==> src/rtl/tri_vertex_loader_pkg.sv <==
// Shared definitions for the triangle vertex loader: default coordinate
// width and the controller state encoding.
package tri_vertex_loader_pkg;

    localparam int COORD_W_DEF = 3;

    typedef enum logic [2:0] {
        IDLE  = 3'd0,
        LOAD2 = 3'd1,
        LOAD3 = 3'd2,
        PRIME = 3'd3,
        SCAN  = 3'd4,
        DONE  = 3'd5
    } state_t;

endpackage

==> src/rtl/tri_vertex_loader.sv <==
// Triangle front-end controller: captures three sequential vertices, holds
// them for the bounding-box scanner, sequences the scanner's run input and
// reports busy to the host until the scanner signals finish.
// Optional build macro TRI_VERTEX_CHECK_EN enables the illegal-triangle check
// (X3 == X1 and Y1 <= Y2 <= Y3); without it err is tied low.
module tri_vertex_loader
    import tri_vertex_loader_pkg::*;
#(
    parameter int COORD_W = COORD_W_DEF
) (
    input  logic               clk,
    input  logic               rst,
    input  logic               nt,
    input  logic [COORD_W-1:0] xi,
    input  logic [COORD_W-1:0] yi,
    input  logic               finish,
    output logic               busy,
    output logic               run,
    output logic [COORD_W-1:0] X1,
    output logic [COORD_W-1:0] Y1,
    output logic [COORD_W-1:0] X2,
    output logic [COORD_W-1:0] Y2,
    output logic [COORD_W-1:0] X3,
    output logic [COORD_W-1:0] Y3,
    output logic               err
);

    state_t state, state_n;

`ifdef TRI_VERTEX_CHECK_EN
    // Vertex 3 is still on xi/yi when LOAD3 exits, so it is checked unregistered.
    logic vert_ok;
    assign vert_ok = (xi == X1) && (Y1 <= Y2) && (Y2 <= yi);
`endif

    // State register.
    always_ff @(posedge clk or negedge rst) begin
        if (!rst) state <= IDLE;
        else      state <= state_n;
    end

    // Next-state logic; finish is only honoured in SCAN.
    always_comb begin
        state_n = state;
        case (state)
            IDLE:  if (nt) state_n = LOAD2;
            LOAD2: state_n = LOAD3;
`ifdef TRI_VERTEX_CHECK_EN
            LOAD3: state_n = vert_ok ? PRIME : DONE;
`else
            LOAD3: state_n = PRIME;
`endif
            PRIME: state_n = SCAN;
            SCAN:  if (finish) state_n = DONE;
            DONE:  state_n = IDLE;
            default: state_n = IDLE;
        endcase
    end

    // Vertex capture; registers hold until the next accepted triangle.
    always_ff @(posedge clk or negedge rst) begin
        if (!rst) begin
            X1 <= '0; Y1 <= '0;
            X2 <= '0; Y2 <= '0;
            X3 <= '0; Y3 <= '0;
        end else begin
            case (state)
                IDLE:  if (nt) begin X1 <= xi; Y1 <= yi; end
                LOAD2: begin X2 <= xi; Y2 <= yi; end
                LOAD3: begin X3 <= xi; Y3 <= yi; end
                default: ;
            endcase
        end
    end

`ifdef TRI_VERTEX_CHECK_EN
    // Error flag: cleared on acceptance, set on a failed vertex check.
    always_ff @(posedge clk or negedge rst) begin
        if (!rst)                        err <= 1'b0;
        else if (state == IDLE && nt)    err <= 1'b0;
        else if (state == LOAD3 && !vert_ok) err <= 1'b1;
    end
`else
    assign err = 1'b0;
`endif

    // Outputs decoded straight from the state register.
    assign busy = (state != IDLE);
    assign run  = (state == SCAN);

endmodule

==> config.mk <==
export PLATFORM = sky130hd
export DESIGN_NAME = tri_vertex_loader
export DESIGN_NICKNAME = d
export VERILOG_FILES = /design/src/rtl/tri_vertex_loader_pkg.sv /design/src/rtl/tri_vertex_loader.sv
export SDC_FILE = /design/constraint.sdc
export NUM_CORES = 1
export LEC_CHECK = 0
export CORE_MARGIN = 2
export CORE_UTILIZATION = 46
export CTS_CLUSTER_SIZE = 10
export DETAILED_ROUTE_END_ITERATION = 7
export PLACE_DENSITY = 0.89
export SYNTH_ARGS = -nofsm -noshare
export SYNTH_HDL_FRONTEND = slang
export SYNTH_SLANG_ARGS = --single-unit
==> constraint.sdc <==
create_clock -name clk -period 2.4 [get_ports clk]
set_input_delay 0.24 -clock clk [delete_from_list [all_inputs] [get_ports clk]]
set_output_delay 0.24 -clock clk [all_outputs]
set_load 0.01 [all_outputs]
== Yosys cells after proc, flatten, opt, wreduce, memory -nomap -nowiden ==
Cells that the tools add are included.

* Register bits: 21
* Input port bits: 10
* Output and inout port bits: 21
* Word-level logic and storage cells: 20

* Equal/unequal tests: 6
* Muxes and demuxes: 3
* Reductions and logical operators: 4

{| class="wikitable"
|+ Operators with widths
! cell !! count
|-
| $pmux 3 s5 || 1
|-
| $eq 3x2->1 const B || 2
|-
| $mux 3 || 2
|-
| $ne 2x2->1 const B || 2
|-
| $reduce_and 2->1 || 2
|-
| $eq 3x1->1 const B || 1
|-
| $eq 3x3->1 const B || 1
|-
| $logic_not 3->1 || 1
|-
| $reduce_bool 3->1 || 1
|}

== Logic depth before layout (Yosys ltp) ==
* Depth in word-level cells: 3
* Gate-level depth with buffers: 3
* Gate-level depth less buffers: 2

== Least setup slack after synthesis ==
No wires, ideal clock.

* Kind: flip-flop to flip-flop
* From: reg state[1]
* To: reg X1[0]
* Setup time: 0.125 ns
* Arrival time: 1.255 ns
* Required time: 2.275 ns
* Slack: 1.020 ns
* Stages on the path, launching flop included: 4
* Path buffers: 1
* Clock period less this slack: 1.380 ns
* Path through: dfrtp_1 > buf_6 > nor4b_4 > mux2_2

* Word-level cells in the longest chain between the ends: 2

{| class="wikitable"
|+ RTL lines
! what !! RTL line !! text
|-
| start, declared || tri_vertex_loader.sv:28 || <nowiki>state_t state, state_n;</nowiki>
|-
| start signal, assigned || tri_vertex_loader.sv:39 || <nowiki>else state <= state_n;</nowiki>
|-
| $logic_not 3->1 || tri_vertex_loader.sv:67 || <nowiki>case (state)</nowiki>
|-
| $reduce_and 2->1 (no line) || -- ||
|-
| end signal, assigned || tri_vertex_loader.sv:68 || <nowiki>IDLE: if (nt) begin X1 <= xi; Y1 <= yi; end</nowiki>
|-
| end, declared || tri_vertex_loader.sv:19 || <nowiki>output logic [COORD_W-1:0] X1,</nowiki>
|}

No other way between the ends.
A chain may end at the register's enable or synchronous reset.

== Final worst setup path ==
* From: reg state[2]
* To: out run

* Word-level cells in the longest chain between the ends: 1

{| class="wikitable"
|+ RTL lines
! what !! RTL line !! text
|-
| $eq 3x3->1 || tri_vertex_loader.sv:89 || <nowiki>assign run = (state == SCAN);</nowiki>
|-
| end, declared || tri_vertex_loader.sv:18 || <nowiki>output logic run,</nowiki>
|}

No other way between the ends.

==> impl_results.md <==
* Critical Path RT at around 2.2 ns
* Syn nets at 66
* Final worst path period share at between 80% and 90%
* CTS tree: built
* Clock Latency Late Sink at ~0.30 ns
* R2R depth at 2
* Register area share after synthesis at roughly 60%
* Worst min path class: in -> async
* Global placer's final weighted congestion at slightly below 0.7
* Fin Clk Skew at approximately 0.013 ns
* Worst Path Max Fanout at 9
* Cell row count at 15
* Vias in the first global route at between 500 and 600
* Endpoints failing setup at 0
* Iter 0 DRT Violations at 4
* Post-synthesis mux area share at ~23%
* Largest net degree at the start of global routing at 22
* Synth Instances at 56
* Synth Warn # at 0
* Minimum clock period at 1.94 ns
* Syn Area/Cell at ~16 um2
* Max Slew Vio Count at 0
* CTS resizes at 0
* Final hold viol count at 0
* CP startpoint kind: register
* CTS H-tree depth at 1
* Avg WL per Cell at 14.5 um
* Total CTS buffers at 3
* Fraction of the mapped netlist area in simple logic gates at 10.0%
* Cts hold-fix bufs at 0
* Largest family of logic cells by synthesized area: multiplexers
* Leak at ~0.49 nW
* Die H at 47.6 um
* Total global-route track usage at approximately 16%
* Die X at about 48 um
* Peak VDD IR at around 750 uV
* Clock power share at around 10%
* Total gr overflow at 0
* Post-route ant nets at 0
* Comb pwr share at about half
* Nets at between 90 and 100
* NetSw at between 0.0005 and 0.0006 W
* Area Overhead vs Synth at 36.7%
* Outcome: finished, final reports clean
* TNS Setup at 0 ns
* Ant diodes at 0
* Via count at ~540
* RSZ-0062 raised after global routing: no
* CTS max path bufs at 2
* Synth Area in XOR/XNOR at roughly 1.0%
* Core region area at around 1800 um2
* Routed Wire Length at around 1600 um
* Synth Area in Compound Gates at roughly 1.4%
* Post-DP HPWL at 1180 um
* Pwr Density at around 1400 nW/um2
* Routed vias/inst at approximately 4.8
* First-pass GRT wire length at around 2400 um
* Signal arrival time at the worst endpoint at 1.70 ns
* Worst-path clk slew at 0.12 ns
* DRC viols at 0
* Cell variety after synth at 16
* Adder-cell share of the synthesized area at 0%
* Max-slew headroom at 63.0%
* Crit. End Element: primary output
* Initial antenna violation count at 0
* Port bufs at 29
* Critical path class: reg -> out
* Total power at around 0.0016 W
* Initial core utilization at between 40% and 50%
* Max Clk Rate at between 0.5 and 0.6 GHz
* Synthesized flop and latch total at 21
* Root buf cell: clkbuf_4
* CTS Sinks at 21
* P_int at approximately 0.0011 W
* Io pins at 31
* Fill cells at 142
* Register share of total power at 40.8%
* Postcts setup bufs at 0
* Pre-Repair DR Iteration Count at 4
* Actual slew at the worst max-slew pin at about 0.55 ns
* Full die area at ~2300 um2
* Post-Syn Area at just under 900 um2
* Share of layout cells above drive strength 1 at between 30% and 40%
* Sw Share at 31.9%
* Max cap viols at 0
==> sequential cells by signal (all words and copies together) (netlist names) <==
name	count
X3	3
Y3	3
X2	3
Y2	3
Y1	3
X1	3
state	3
==> area by class of cell <==
| cell class | instances | area (um2) | share of cell area, % |
|---|---|---|---|
| sequential | 21 | 526 | 43.9 |
| clock inverter | 1 | 5.00 | 0.418 |
| clock buffer | 3 | 22.5 | 1.88 |
| tap | 25 | 31.3 | 2.61 |
| multi-input combinational | 31 | 315 | 26.3 |
| timing repair buffer | 30 | 298 | 24.9 |
==> power groups by stage <==
stage / combinational [W] / sequential, W / clock (W)
floorplan: 0.000405 / 0.000697 / 0
global placement: 0.000796 / 0.000677 / 0
detailed placement: 0.000815 / 0.000681 / 0
CTS: 0.000820 / 0.000675 / 0.000174
global route: 0.000856 / 0.000699 / 0.000190
finish: 0.000804 / 0.000672 / 0.000169
==> cells in the final DEF, fill, tap and decap left out, drive strengths merged <==
| cell | instances |
|---|---|
| clkdlybuf4s50 | 29 |
| clkinv | 1 |
| a21oi | 1 |
| nor3b | 3 |
| nand3b | 2 |
| xnor2 | 1 |
| or3 | 1 |
| o21bai | 1 |
| clkbuf | 3 |
| conb | 1 |
| nand2b | 1 |
| buf | 1 |
| mux2 | 18 |
| nor2 | 1 |
| dfrtp | 21 |
| nor4b | 1 |
==> cells by family (layout without fill, tap and decap cells) <==
group,Yosys count,count (layout)
muxes,18,18
buffers and inverters,4,34
AOI/OAI and AO/OA,2,2
and+or+nand+nor,9,9
other,1,1
xor gates and xnor gates,1,1
DFF,21,21
==> cells in the mapped netlist <==
cell type,count,area share (%)
dfrtp_1,21,60
mux2_2,18,23
buf_6,2,2.6
nand3b_1,2,1.7
nor3b_2,2,2.9
a21oi_1,1,0.57
buf_2,1,0.57
buf_4,1,0.86
conb_1,1,0.43
nand2b_1,1,0.71
nor2_1,1,0.43
nor3b_1,1,0.86
nor4b_4,1,2.7
o21bai_1,1,0.86
or3_1,1,0.71
xnor2_1,1,1.0
==> per-layer routing <==
| layer | wire, um | global-route usage [%] | up-vias |
|---|---|---|---|
| met2 | 815 | 24.9 | 16 |
| li1 | - | - | 254 |
| met4 | 17 | 8.11 | 0 |
| met1 | 690 | 20.4 | 266 |
| met3 | 86 | 5.66 | 2 |
| met5 | 0 | 0 | - |
==> path summary, 6_finish.rpt <==
path                                       from                 to  slack, ns
max                        state[2]$_DFFE_PN0P_                run       0.46
min                                         rst  Y3[0]$_DFFE_PN0N_       0.25
max reg2reg                state[1]$_DFFE_PN0P_  Y3[1]$_DFFE_PN0N_       0.81
max in group asynchronous                   rst  X3[1]$_DFFE_PN0N_       1.92
min reg2reg                   X2[1]$_DFFE_PN0P_  X2[1]$_DFFE_PN0P_       0.52
min in group clk              X2[1]$_DFFE_PN0P_  X2[1]$_DFFE_PN0P_       0.52
==> stage by stage <==
step / setup WS, ns / std cells / hold WS, ns / instance area, um2 / utilization [%]
3_3_place_gp: 0.801 / 107 / 0.493 / 1170 / 66.3
5_1_grt: 0.393 / 111 / 0.267 / 1200 / 67.9
3_5_place_dp: 0.755 / 107 / 0.495 / 1170 / 66.3
6_report: 0.459 / 111 / 0.254 / 1200 / 67.9
4_1_cts: 0.452 / 111 / 0.260 / 1200 / 67.9
2_1_floorplan: 1.02 / 56 / -0.0556 / 876 / -
==> worst max-delay path, cell delays in order (launching register included) <==
cell and delay [ns]:
dfrtp_1 0.56, nor3b_1 0.27, clkdlybuf4s50_1 0.57
Note: power is estimated with default switching activity, not from simulation.
==> RTL edit 1, RTL diff (same settings) <==
Set the package constant `COORD_W_DEF` to 6 (it was 3).
--- a/src/rtl/tri_vertex_loader_pkg.sv
+++ b/src/rtl/tri_vertex_loader_pkg.sv
@@ -4,3 +4,3 @@
 
-    localparam int COORD_W_DEF = 3;
+    localparam int COORD_W_DEF = 6;
 
Interface: changed (8 resized); port bits go from 31 to 55. The function was not compared with the original's and may differ.
==> RTL edit 1 against the unedited design <==
Final area increased by 86%; synthesized area rose by 81%; count of clock-buffer cells in the layout increased by 3; routed wire length rose by 100%; largest cell class unchanged; power is 100% higher; sequential cell count rose by 18; the flow now finishes with violations (hold timing); setup slack got worse by 0.14 ns; register-to-register slack lost 0.13 ns.
==> RTL edit 1: results (changes against the unedited design) <==
Status -> finished, violations left (was complete, no violations)
Violated checks -> hold timing
Vias in the first global route -> 1025 (was 528)
Nets -> 167 (was 97)
Overall routing resource usage -> 18.1% (was 16.2%)
Post-Syn Nets -> 111 (was 66)
Fin Hold WS -> -0.0259 ns (was 0.254 ns)
Worst path arrival time -> 1.84 ns (was 1.70 ns)
Slowest stage delay, CP -> 0.60 ns (was 0.57 ns)
First-pass GRT wire length -> 5280 um (was 2430 um)
Pin count of the biggest net entering global routing -> 40 (was 22)
Later-pin clock latency in the skew report -> 0.34 ns (was 0.30 ns)
Setup WS pre-CTS -> 0.660 ns (was 0.755 ns)
Htree depth -> 2 (was 1)
M1 GR Usage -> 22.8% (was 20.4%)
Initial DRC count -> 16 (was 4)
Maximum VDD drop -> 623 uV (was 750 uV)
Clock skew -> 0.00822 ns (was 0.0127 ns)
Routability cong. -> 0.707 (was 0.688)
WL final -> 3270 um (was 1610 um)
Pleak -> 0.940 nW (was 0.491 nW)
Layout cell share with drive strength beyond 1 -> 33.6% (was 30.2%)
IO Port Bufs -> 53 (was 29)
Final-report hold violation count -> 31 (was 0)
Detailed-route via count -> 968 (was 538)
Internal -> 2.29 mW (was 1.12 mW)
GR Layer Usage met3 -> 6.67% (was 5.66%)
RTL edit 1: changes by cell type after synthesis:
cell and delta:
mux2_2 +8, dfrtp_1 +18, mux2_4 +10, buf_4 +3
RTL edit 1: layout make-up:
class                      instances  area share, %
tap                               46           2.59
sequential                        39           43.9
clock inverter                     2           1.58
multi-input combinational         49           25.0
clock buffer                       6           2.31
timing repair buffer              56           24.6
RTL edit 1: cell families after synthesis:
group                  after synthesis  synth area share, %
AO/OA/AOI/OAI                        2                0.787
XOR/XNOR                             1                0.551
buffers and inverters                7                 3.62
flip-flops                          39                 61.4
multiplexers                        36                 27.9
other                                1                0.236
AND/OR/NAND/NOR                      9                 5.51
RTL edit 1: power groups by stage:
stage	sequential, mW	combinational [mW]	clock, mW
2_1_floorplan	1.31	0.736	0
3_3_place_gp	1.22	1.56	0
4_1_cts	1.24	1.61	0.467
5_1_grt	1.28	1.67	0.503
3_5_place_dp	1.25	1.61	0
6_report	1.24	1.59	0.456
RTL edit 1: metrics by stage:
step / area, um^2 / std cells / hold slack, ns / power (mW) / utilization, %
detailed placement: 2140 / 190 / 0.394 / 2.86 / 64.0
global placement: 2140 / 190 / 0.373 / 2.78 / 64.0
CTS: 2220 / 198 / 0.00155 / 3.32 / 66.6
global route: 2220 / 198 / 0.0199 / 3.46 / 66.6
floorplan: 1590 / 95 / -0.0556 / 2.05 / -
finish: 2220 / 198 / -0.0259 / 3.28 / 66.6
RTL edit 1: metal layers:
layer	part of all wire [%]	wire length [um]
met1	45	1480
met2	48	1570
met3	5.2	171
met4	1.5	50
met5	0	0
RTL edit 1: path summary, 6_finish.rpt:
path                           from       end  slack, ns  depth (start not counted)
max                        state[2]       run       0.32                          2
min                             rst     Y1[4]      -0.03                          1
max reg2reg                state[0]     X2[3]       0.68                          3
min reg2reg                   X2[2]     X2[2]       0.52                          1
max in group asynchronous       rst     X2[4]       1.88                          1
min in group clk             finish  state[0]       0.49                          3
==> RTL edit 2, RTL diff (same settings) <==
Made on the original files. Register the outputs `busy` and `run`, without a reset; this adds one clock of latency there. The other outputs are not delayed to match.
--- a/src/rtl/tri_vertex_loader.sv
+++ b/src/rtl/tri_vertex_loader.sv
@@ -87,4 +87,6 @@
     // Outputs decoded straight from the state register.
-    assign busy = (state != IDLE);
-    assign run  = (state == SCAN);
+    always_ff @(posedge clk) begin
+        busy <= (state != IDLE);
+        run  <= (state == SCAN);
+    end
 
Function: changed (a bounded check fails within 4 cycles, from zero or initial values and one cycle with rst low).
==> RTL edit 2 against the unedited design <==
Sequential cell count up 2; power up 2.5%; core utilization down 3.4 points; sequential power up 6.8%; routed wire length down 3.4%; setup slack better by 0.32 ns; synthesized area up 4.6%; via count up 3.5%; final area up 3.6%; critical path type is now flip-flop to flip-flop; critical endpoint is now Y3[1].
==> RTL edit 2: results (changes against the unedited design) <==
Status -> complete, no violations (unchanged)
Top post-synthesis cells by count -> dfrtp_1 (21), mux2_2 (18) (was dfrtp_1 (21), mux2_2 (18), buf_6 (2), nand3b_1 (2), nor3b_2 (2))
Post-Syn Nets -> 68 (was 66)
Worst-Margin Slew -> 0.569 ns (was 0.552 ns)
CP max FO -> 9 (unchanged)
Maximum VDD drop -> 740 uV (was 750 uV)
Async SR Flop Fraction -> 91.3% (was 100%)
Routability cong. -> 0.664 (was 0.688)
Number of synthesized register bits -> 23 (was 21)
Nets -> 99 (was 97)
Ys flop type -> dfrtp_1 (unchanged)
# Post-CTS Setup Buffers -> 0 (unchanged)
Final Max Slew Viols -> 0 (unchanged)
P_seq -> 0.718 mW (was 0.672 mW)
Initial antenna violation count -> 0 (unchanged)
Largest cells by area after synthesis -> dfrtp_1 (57%), mux2_2 (22%), dfxtp_1 (4.4%) (was dfrtp_1 (60%), mux2_2 (23%), nor3b_2 (2.9%))
Vias in the first global route -> 567 (was 528)
Mux cell area share after synthesis -> 22.1% (was 23.1%)
Htree depth -> 1 (unchanged)
Compound-Gate Fraction of Synth Area -> 1.37% (was 1.43%)
Worst path arrival time -> 1.82 ns (was 1.70 ns)
Vias/cell -> 4.84 (was 4.85)
IO Port Bufs -> 29 (unchanged)
Post-cts sizing count -> 0 (unchanged)
Buffers from clock root to sink, at most -> 2 (unchanged)
TritonCTS Buffers -> 3 (unchanged)
Initial DRC count -> 4 (unchanged)
Layout cell share with drive strength beyond 1 -> 29.5% (was 30.2%)
Initial DRT Pass Iterations -> 2 (was 4)
First-pass GRT wire length -> 2620 um (was 2430 um)
Clock share of power -> 10.4%
Cell Area, Placed -> 1210 um^2 (was 1170 um^2)
Largest family of logic cells by synthesized area -> multiplexers (unchanged)
Synth Area in XOR/XNOR -> 0.956% (was 1.00%)
Sequential share of the synthesized area -> 61.7% (was 60.0%)
Later-pin clock latency in the skew report -> 0.31 ns
Post-synthesis cell type count -> 17 (was 16)
Overall routing resource usage -> 14.6% (was 16.2%)
CTS clock-pin slew for the worst setup and hold paths -> 0.13 ns
Diodes inserted -> 0 (unchanged)
Pin count of the biggest net entering global routing -> 22 (unchanged)
Synth warn -> 0 (unchanged)
WL final -> 1560 um (was 1610 um)
HP Class -> input port to asynchronous set/reset pin (unchanged)
Clock skew -> 0.0129 ns (was 0.0127 ns)
Switching power total -> 0.525 mW (was 0.524 mW)
Post-Synth Adder-Cell Area -> 0% (unchanged)
Pleak -> 0.508 nW (was 0.491 nW)
Clk root buf -> clkbuf_4 (unchanged)
[RTL edit 2: worst paths after layout]
path,startpoint,to,slack [ns],depth (start not counted)
min in group clk,finish,state[0],0.51,3
worst min register to register,X1[1],X1[1],0.52,1
worst min-delay path,rst,state[1],0.26,2
worst max-delay path,state[1],Y3[1],0.78,2
max in group asynchronous,rst,X3[0],1.92,2
worst max register to register,state[1],Y3[1],0.78,2
[RTL edit 2: layer usage]
layer	vias to the layer above	global-route usage, %	share of wire [%]
met1	274	18.7	48
met5	-	0	0
met3	3	6.17	7.5
met4	0	5.71	1.2
met2	21	22.1	44
li1	259	-	-
[RTL edit 2: logic make-up (layout without fill, tap and decap cells)]
family                 count (synthesis)  count (layout)
flip-flops                            23              23
multiplexers                          18              18
AND/OR/NAND/NOR                        9               9
buffers and inverters                  4              34
AO/OA/AOI/OAI                          2               2
other                                  1               1
XOR/XNOR                               1               1
[RTL edit 2: stage by stage]
stage / power, mW / setup slack, ns / instances / hold WS [ns]
2_1_floorplan: 1.15 / 1.02 / 58 / -0.0556
3_3_place_gp: 1.50 / 0.769 / 111 / 0.491
3_5_place_dp: 1.53 / 0.725 / 111 / 0.496
4_1_cts: 1.71 / 0.750 / 115 / 0.260
5_1_grt: 1.79 / 0.678 / 115 / 0.273
6_report: 1.69 / 0.780 / 115 / 0.259
[RTL edit 2: area by class of cell]
type	instances	area, um^2
Fill cell	165	682
Sequential cell	23	566
Timing Repair Buffer	30	298
Tap cell	27	33.8
Clock inverter	1	5.00
Clock buffer	3	22.5
Multi-Input combinational cell	31	315
[RTL edit 2: critical path, stage by stage (launching register included)]
cell and delay, ns:
dfrtp_1 0.56, nor3b_2 0.55, mux2_2 0.40
